File: config.mk
export PLATFORM = sky130hd
export DESIGN_NAME = lab3_mem_mem_port_arbiter
export DESIGN_NICKNAME = d
export VERILOG_FILES = /design/src/rtl/lab3_mem_mem_port_arbiter.sv
export SDC_FILE = /design/constraint.sdc
export NUM_CORES = 1
export LEC_CHECK = 0
export ABC_AREA = 1
export ABC_CLOCK_PERIOD_IN_PS = 2900
export CAP_MARGIN = 20
export CORE_AREA = 3 3 324 326
export CTS_CLUSTER_SIZE = 10
export DETAILED_ROUTE_END_ITERATION = 8
export DIE_AREA = 0 0 327 329
export GPL_TIMING_DRIVEN = 0
export HOLD_SLACK_MARGIN = 0.02
export PLACE_DENSITY = 0.3
export SLEW_MARGIN = 10
export SYNTH_ARGS = -nofsm -noshare
export SYNTH_HDL_FRONTEND = slang
export SYNTH_SLANG_ARGS = --single-unit
File: constraint.sdc
create_clock -name clk -period 2.9 [get_ports clk]
set_clock_uncertainty 0.15 [all_clocks]
set_input_delay 0.725 -clock clk [delete_from_list [all_inputs] [get_ports clk]]
set_output_delay 0.725 -clock clk [all_outputs]
set_load 0.02 [all_outputs]
File: src/rtl/lab3_mem_mem_port_arbiter.sv
// Round-robin arbiter that shares one memory request/response port among p_num_reqs requesters.
// Owners of accepted requests go into an in-order FIFO so that each response returns to the right requester.
module lab3_mem_mem_port_arbiter #(
   parameter int p_num_reqs   = 2,
   parameter int p_req_nbits  = 175,
   parameter int p_resp_nbits = 145,
   parameter int p_max_out    = 2
) (
   input  logic                                 clk,
   input  logic                                 reset,
   input  logic [p_num_reqs-1:0]                reqs_val,
   output logic [p_num_reqs-1:0]                reqs_rdy,
   input  logic [p_num_reqs*p_req_nbits-1:0]    reqs_msg,
   output logic                                 memreq_val,
   input  logic                                 memreq_rdy,
   output logic [p_req_nbits-1:0]               memreq_msg,
   input  logic                                 memresp_val,
   output logic                                 memresp_rdy,
   input  logic [p_resp_nbits-1:0]              memresp_msg,
   output logic [p_num_reqs-1:0]                resps_val,
   input  logic [p_num_reqs-1:0]                resps_rdy,
   output logic [p_resp_nbits-1:0]              resps_msg,
   output logic [$clog2(p_max_out+1)-1:0]       num_out
);
   localparam int IDX_W = $clog2(p_num_reqs);
   localparam int PTR_W = (p_max_out > 1) ? $clog2(p_max_out) : 1;
   localparam int CNT_W = $clog2(p_max_out + 1);

   logic [IDX_W-1:0] prio_q, prio_d;
   logic [PTR_W-1:0] wr_ptr_q, wr_ptr_d;
   logic [PTR_W-1:0] rd_ptr_q, rd_ptr_d;
   logic [CNT_W-1:0] count_q, count_d;
   logic [IDX_W-1:0] owner_mem [p_max_out];

   logic [IDX_W-1:0] grant;
   logic [IDX_W-1:0] head;
   logic             grant_found;
   logic             full;
   logic             empty;
   logic             req_fire;
   logic             resp_fire;

   function automatic logic [PTR_W-1:0] ptr_inc(input logic [PTR_W-1:0] p);
      return (int'(p) == p_max_out - 1) ? '0 : p + PTR_W'(1);
   endfunction

   // Scan requesters starting at prio, wrapping modulo p_num_reqs.
   always_comb begin
      int idx;
      idx         = 0;
      grant       = '0;
      grant_found = 1'b0;
      for (int k = 0; k < p_num_reqs; k++) begin
         idx = int'(prio_q) + k;
         if (idx >= p_num_reqs) idx = idx - p_num_reqs;
         if (!grant_found && reqs_val[idx]) begin
            grant_found = 1'b1;
            grant       = IDX_W'(idx);
         end
      end
   end

   assign full        = (count_q == CNT_W'(p_max_out));
   assign empty       = (count_q == '0);
   assign memreq_val  = !reset && grant_found && !full;
   assign memreq_msg  = (!reset && grant_found) ? reqs_msg[grant*p_req_nbits +: p_req_nbits] : '0;
   assign req_fire    = memreq_val && memreq_rdy;

   assign head        = owner_mem[rd_ptr_q];
   assign memresp_rdy = !reset && !empty && resps_rdy[head];
   assign resp_fire   = memresp_val && memresp_rdy;
   assign resps_msg   = memresp_msg;
   assign num_out     = count_q;

   generate
      for (genvar gi = 0; gi < p_num_reqs; gi++) begin : g_port
         assign reqs_rdy[gi]  = req_fire && (grant == IDX_W'(gi));
         assign resps_val[gi] = !reset && memresp_val && !empty && (head == IDX_W'(gi));
      end
   endgenerate

   always_comb begin
      prio_d   = prio_q;
      wr_ptr_d = wr_ptr_q;
      rd_ptr_d = rd_ptr_q;
      count_d  = count_q;
      if (req_fire) begin
         prio_d   = (int'(grant) == p_num_reqs - 1) ? '0 : grant + IDX_W'(1);
         wr_ptr_d = ptr_inc(wr_ptr_q);
      end
      if (resp_fire) rd_ptr_d = ptr_inc(rd_ptr_q);
      if (req_fire && !resp_fire)      count_d = count_q + CNT_W'(1);
      else if (resp_fire && !req_fire) count_d = count_q - CNT_W'(1);
   end

   always_ff @(posedge clk or posedge reset) begin
      if (reset) begin
         prio_q   <= '0;
         wr_ptr_q <= '0;
         rd_ptr_q <= '0;
         count_q  <= '0;
      end else begin
         prio_q   <= prio_d;
         wr_ptr_q <= wr_ptr_d;
         rd_ptr_q <= rd_ptr_d;
         count_q  <= count_d;
      end
   end

   // Owner storage needs no reset: the count and pointers define which entries are live.
   always_ff @(posedge clk) begin
      if (req_fire) owner_mem[wr_ptr_q] <= grant;
   end

   assert property (@(posedge clk) disable iff (reset) !(memresp_val && empty))
      else $error("memresp_val asserted with no outstanding request");

endmodule

==> results.cfg <==
[cts]
cts_h_tree_depth = 1
root_buffer = clkbuf_16
cts_hold_buffers = 0
number_of_sinks_driven_by_the_clock_tree = 7
tritoncts = yes
cts_buffers = 3
clk_path_buf_depth = 2
insertion_delay_ns = 0.23
clkTransAtPathRegs_ns = 0.04

[logic_synthesis]
synth_seq_area_share = 0.0453
synth.cell_area_um2 = 4080
synth_fp_nets = 1287
synth.ff_latch_count = 7
synth_area_per_cell_um2 = 5.22
synth-warning-count = 0
synth.lib_cells_used.distinct = 24
syn_inst = 783

[grt]
groute.usage.overall = 0.113
grt_max_degree = 12
grt.met3_usage = 0.0410
met1_usage = 0.133
busiest_layer = met2
number_of_global_route_vias_before_repair = 8626
grt_first_pass_wirelength_um = 81700
groute.layer.met2.usage = 0.203
overflow_left_after_global_routing = 0
grt_antenna_before_repair = 38

[critical_path]
worstPathArrival_ns = 1.99
worstPathCellList = buf_12, nor2_4, nor2_4, buf_12, buf_8, buf_12, buf_8, o21ai_1, nor2_2, buf_6
launch_point_of_the_critical_path = reqs_val[1]
critical-path-slowest-cell = nor2_2
timing.rr.end = num_out[1]$_DFFE_PP0P_
reg2reg_depth = 7
timing.reg2reg.setup_slack_ns = 1.15
crit-reg2reg-launch = num_out[1]$_DFFE_PP0P_
cp-end-kind = output port
setup.worst_path.class = in -> out
crit_required_ns = 2.03
timing.critical_path.to = memreq_msg[149]
cp-start-kind = primary input
crit_fanout = 10
cpPeakStageDelay_ns = 0.24
worst_path_most_repeated_cell = buf_12

[job]
max-cap-violations = 0

[timing]
worst_hold_slack_ns = 0.256
max_slew_margin = 0.663
share_of_the_clock_period_used_by_the_worst_path = 0.989
worst_slack_ns = 0.0313
report.final.hold_viol_count = 0
finalSetupViolations = 0
fmax_mhz = 349
slew_viol_final = 0
min_period_ns = 2.87
max_slew.worst_pin.slew_ns = 0.504
rsz0062_at_grt = true

[floorplan]
die_height_um = 329
placementRows = 117
fp.dieArea_um2 = 108000
effective_utilization_at_floorplan = 0.0400
core-area_um2 = 102000
num_io_pins = 831
die_x_um = 327

[layout]
fin_util = 0.131
synthToLayoutAreaGrowth_pct = 226
layout.cells.most_common_list = clkdlybuf4s50_1 (502), nor2_1 (327), buf_4 (196)
nets = 2000
final_layout_size_suffix_gt1_frac = 0.316
layout.cells.most_common = clkdlybuf4s50_1
finish.instance_area_um2 = 13300

[detailed_routing]
vias_per_cell = 2.78
ant_nets = 0
drc_violation_total_after_the_first_tritonroute_iteration = 299
avgRoutedWirePerCell_um = 23.2
drt_wl_total_um = 66500
drt_pre_antenna_iters = 4
via_count = 7973
post-route-drc-count = 0

[pwr]
design_power_total_w = 0.00389
power.density_cell_area_nw_per_um2 = 292
leakage_nw = 5.44
worst_ir_drop_vdd_mv = 0.168

[outcome]
status = finished, final reports clean

[place]
detailedPlacementHpwl_um = 58800
post_dp_cell_area_um2 = 12700
gp_congestion = 0.903
post-place-ws_ns = -1.76
number_of_buffer_cells_added_on_primary_ports = 685

[hold_path]
holdCritPathClass = in -> async
## worst min-delay path by stage
stage	endpoint	cells past startpoint
3_3_place_gp	wr_ptr_q$_DFFE_PP0N_	2
4_1_cts	rd_ptr_q$_DFFE_PP0P_	2
6_report	rd_ptr_q$_DFFE_PP0P_	2
5_1_grt	rd_ptr_q$_DFFE_PP0P_	2
2_1_floorplan	wr_ptr_q$_DFFE_PP0N_	2
3_5_place_dp	prio_q$_DFFE_PP0N_	2
## Yosys cell counts
| cell type | instances | share of area |
|---|---|---|
| inv_4 | 1 | 0.0015 |
| nand2_2 | 1 | 0.0015 |
| nand3_1 | 3 | 0.0037 |
| dfrtp_1 | 5 | 0.031 |
| clkbuf_1 | 5 | 0.0046 |
| nor2_2 | 1 | 0.0015 |
| buf_4 | 156 | 0.29 |
| nand2_4 | 1 | 0.0028 |
| o21ai_0 | 106 | 0.13 |
| a21oi_1 | 1 | 0.0012 |
| xnor2_1 | 2 | 0.0043 |
| nor2_4 | 1 | 0.0028 |
| nor3b_1 | 1 | 0.0018 |
| clkbuf_2 | 7 | 0.0086 |
| edfxtp_1 | 2 | 0.015 |
| inv_1 | 10 | 0.0092 |
| nand4_1 | 1 | 0.0015 |
| buf_6 | 12 | 0.033 |
| nand2_1 | 15 | 0.014 |
| nor2_1 | 358 | 0.33 |
| nor3_1 | 1 | 0.0012 |
| buf_2 | 22 | 0.027 |
| o21ai_1 | 70 | 0.086 |
| ha_1 | 1 | 0.0031 |
## per-layer routing
| layer | part of all wire | wire [um] |
|---|---|---|
| met2 | 0.49 | 32600 |
| met4 | 0.012 | 786 |
| met3 | 0.086 | 5710 |
| met5 | 0.0027 | 181 |
| met1 | 0.41 | 27200 |
## power by group
| part | total, W | switching (W) | internal [W] |
|---|---|---|---|
| registers | 0.000173 | 0.0000306 | 0.000143 |
| clock network | 0.000235 | 0.0000521 | 0.000183 |
| logic | 0.00348 | 0.00188 | 0.00160 |
## worst max-delay path: cells and delay by family
kind / cells / cell delay (ns)
AO/OA/AOI/OAI: 1 / 0.07
AND/OR/NAND/NOR: 3 / 0.40
buffers and inverters: 6 / 0.78
## kinds of logic (layout without fill, tap and decap cells)
logic type,count (synthesis),count (layout),share of synthesized area
XOR/XNOR,2,2,0.00429
flip-flops,7,7,0.0453
AO/OA/AOI/OAI,177,177,0.217
adder cells (fa/ha/maj),1,1,0.00306
AND/OR/NAND/NOR,383,383,0.360
other,0,9,0
buffers and inverters,213,925,0.371
## through the flow
step,TNS [ns],std cells
after floorplan,0,783
after global placement,-198.30,2836
after detailed placement,-199.42,2836
after CTS,-0.0867,2862
after global routing,-0.160,2863
final,0,2872
## repair_timing
item	4_1_cts	5_1_grt
buffers inserted	15	0
cloned	7	3
pin swaps	19	19
setup endpoints to repair	181	114
resized for setup	877	132
hold endpoints to repair	0	0
## sequential cells by signal, indices dropped and copies added, names as in the netlist
name       cells
wr_ptr_q       1
prio_q         1
num_out        2
rd_ptr_q       1
owner_mem      2
## cell type report
| type | instances | area, um^2 |
|---|---|---|
| tap | 1368 | 1710 |
| inverter | 11 | 57.6 |
| antenna | 9 | 22.5 |
| buffer | 201 | 1880 |
| timing repair buffer | 709 | 6720 |
| sequential | 7 | 185 |
| multi-input combinational | 563 | 2670 |
| fill | 11950 | 88700 |
| clock buffer | 4 | 78.8 |
No activity file was read; power rests on OpenSTA's default activity.
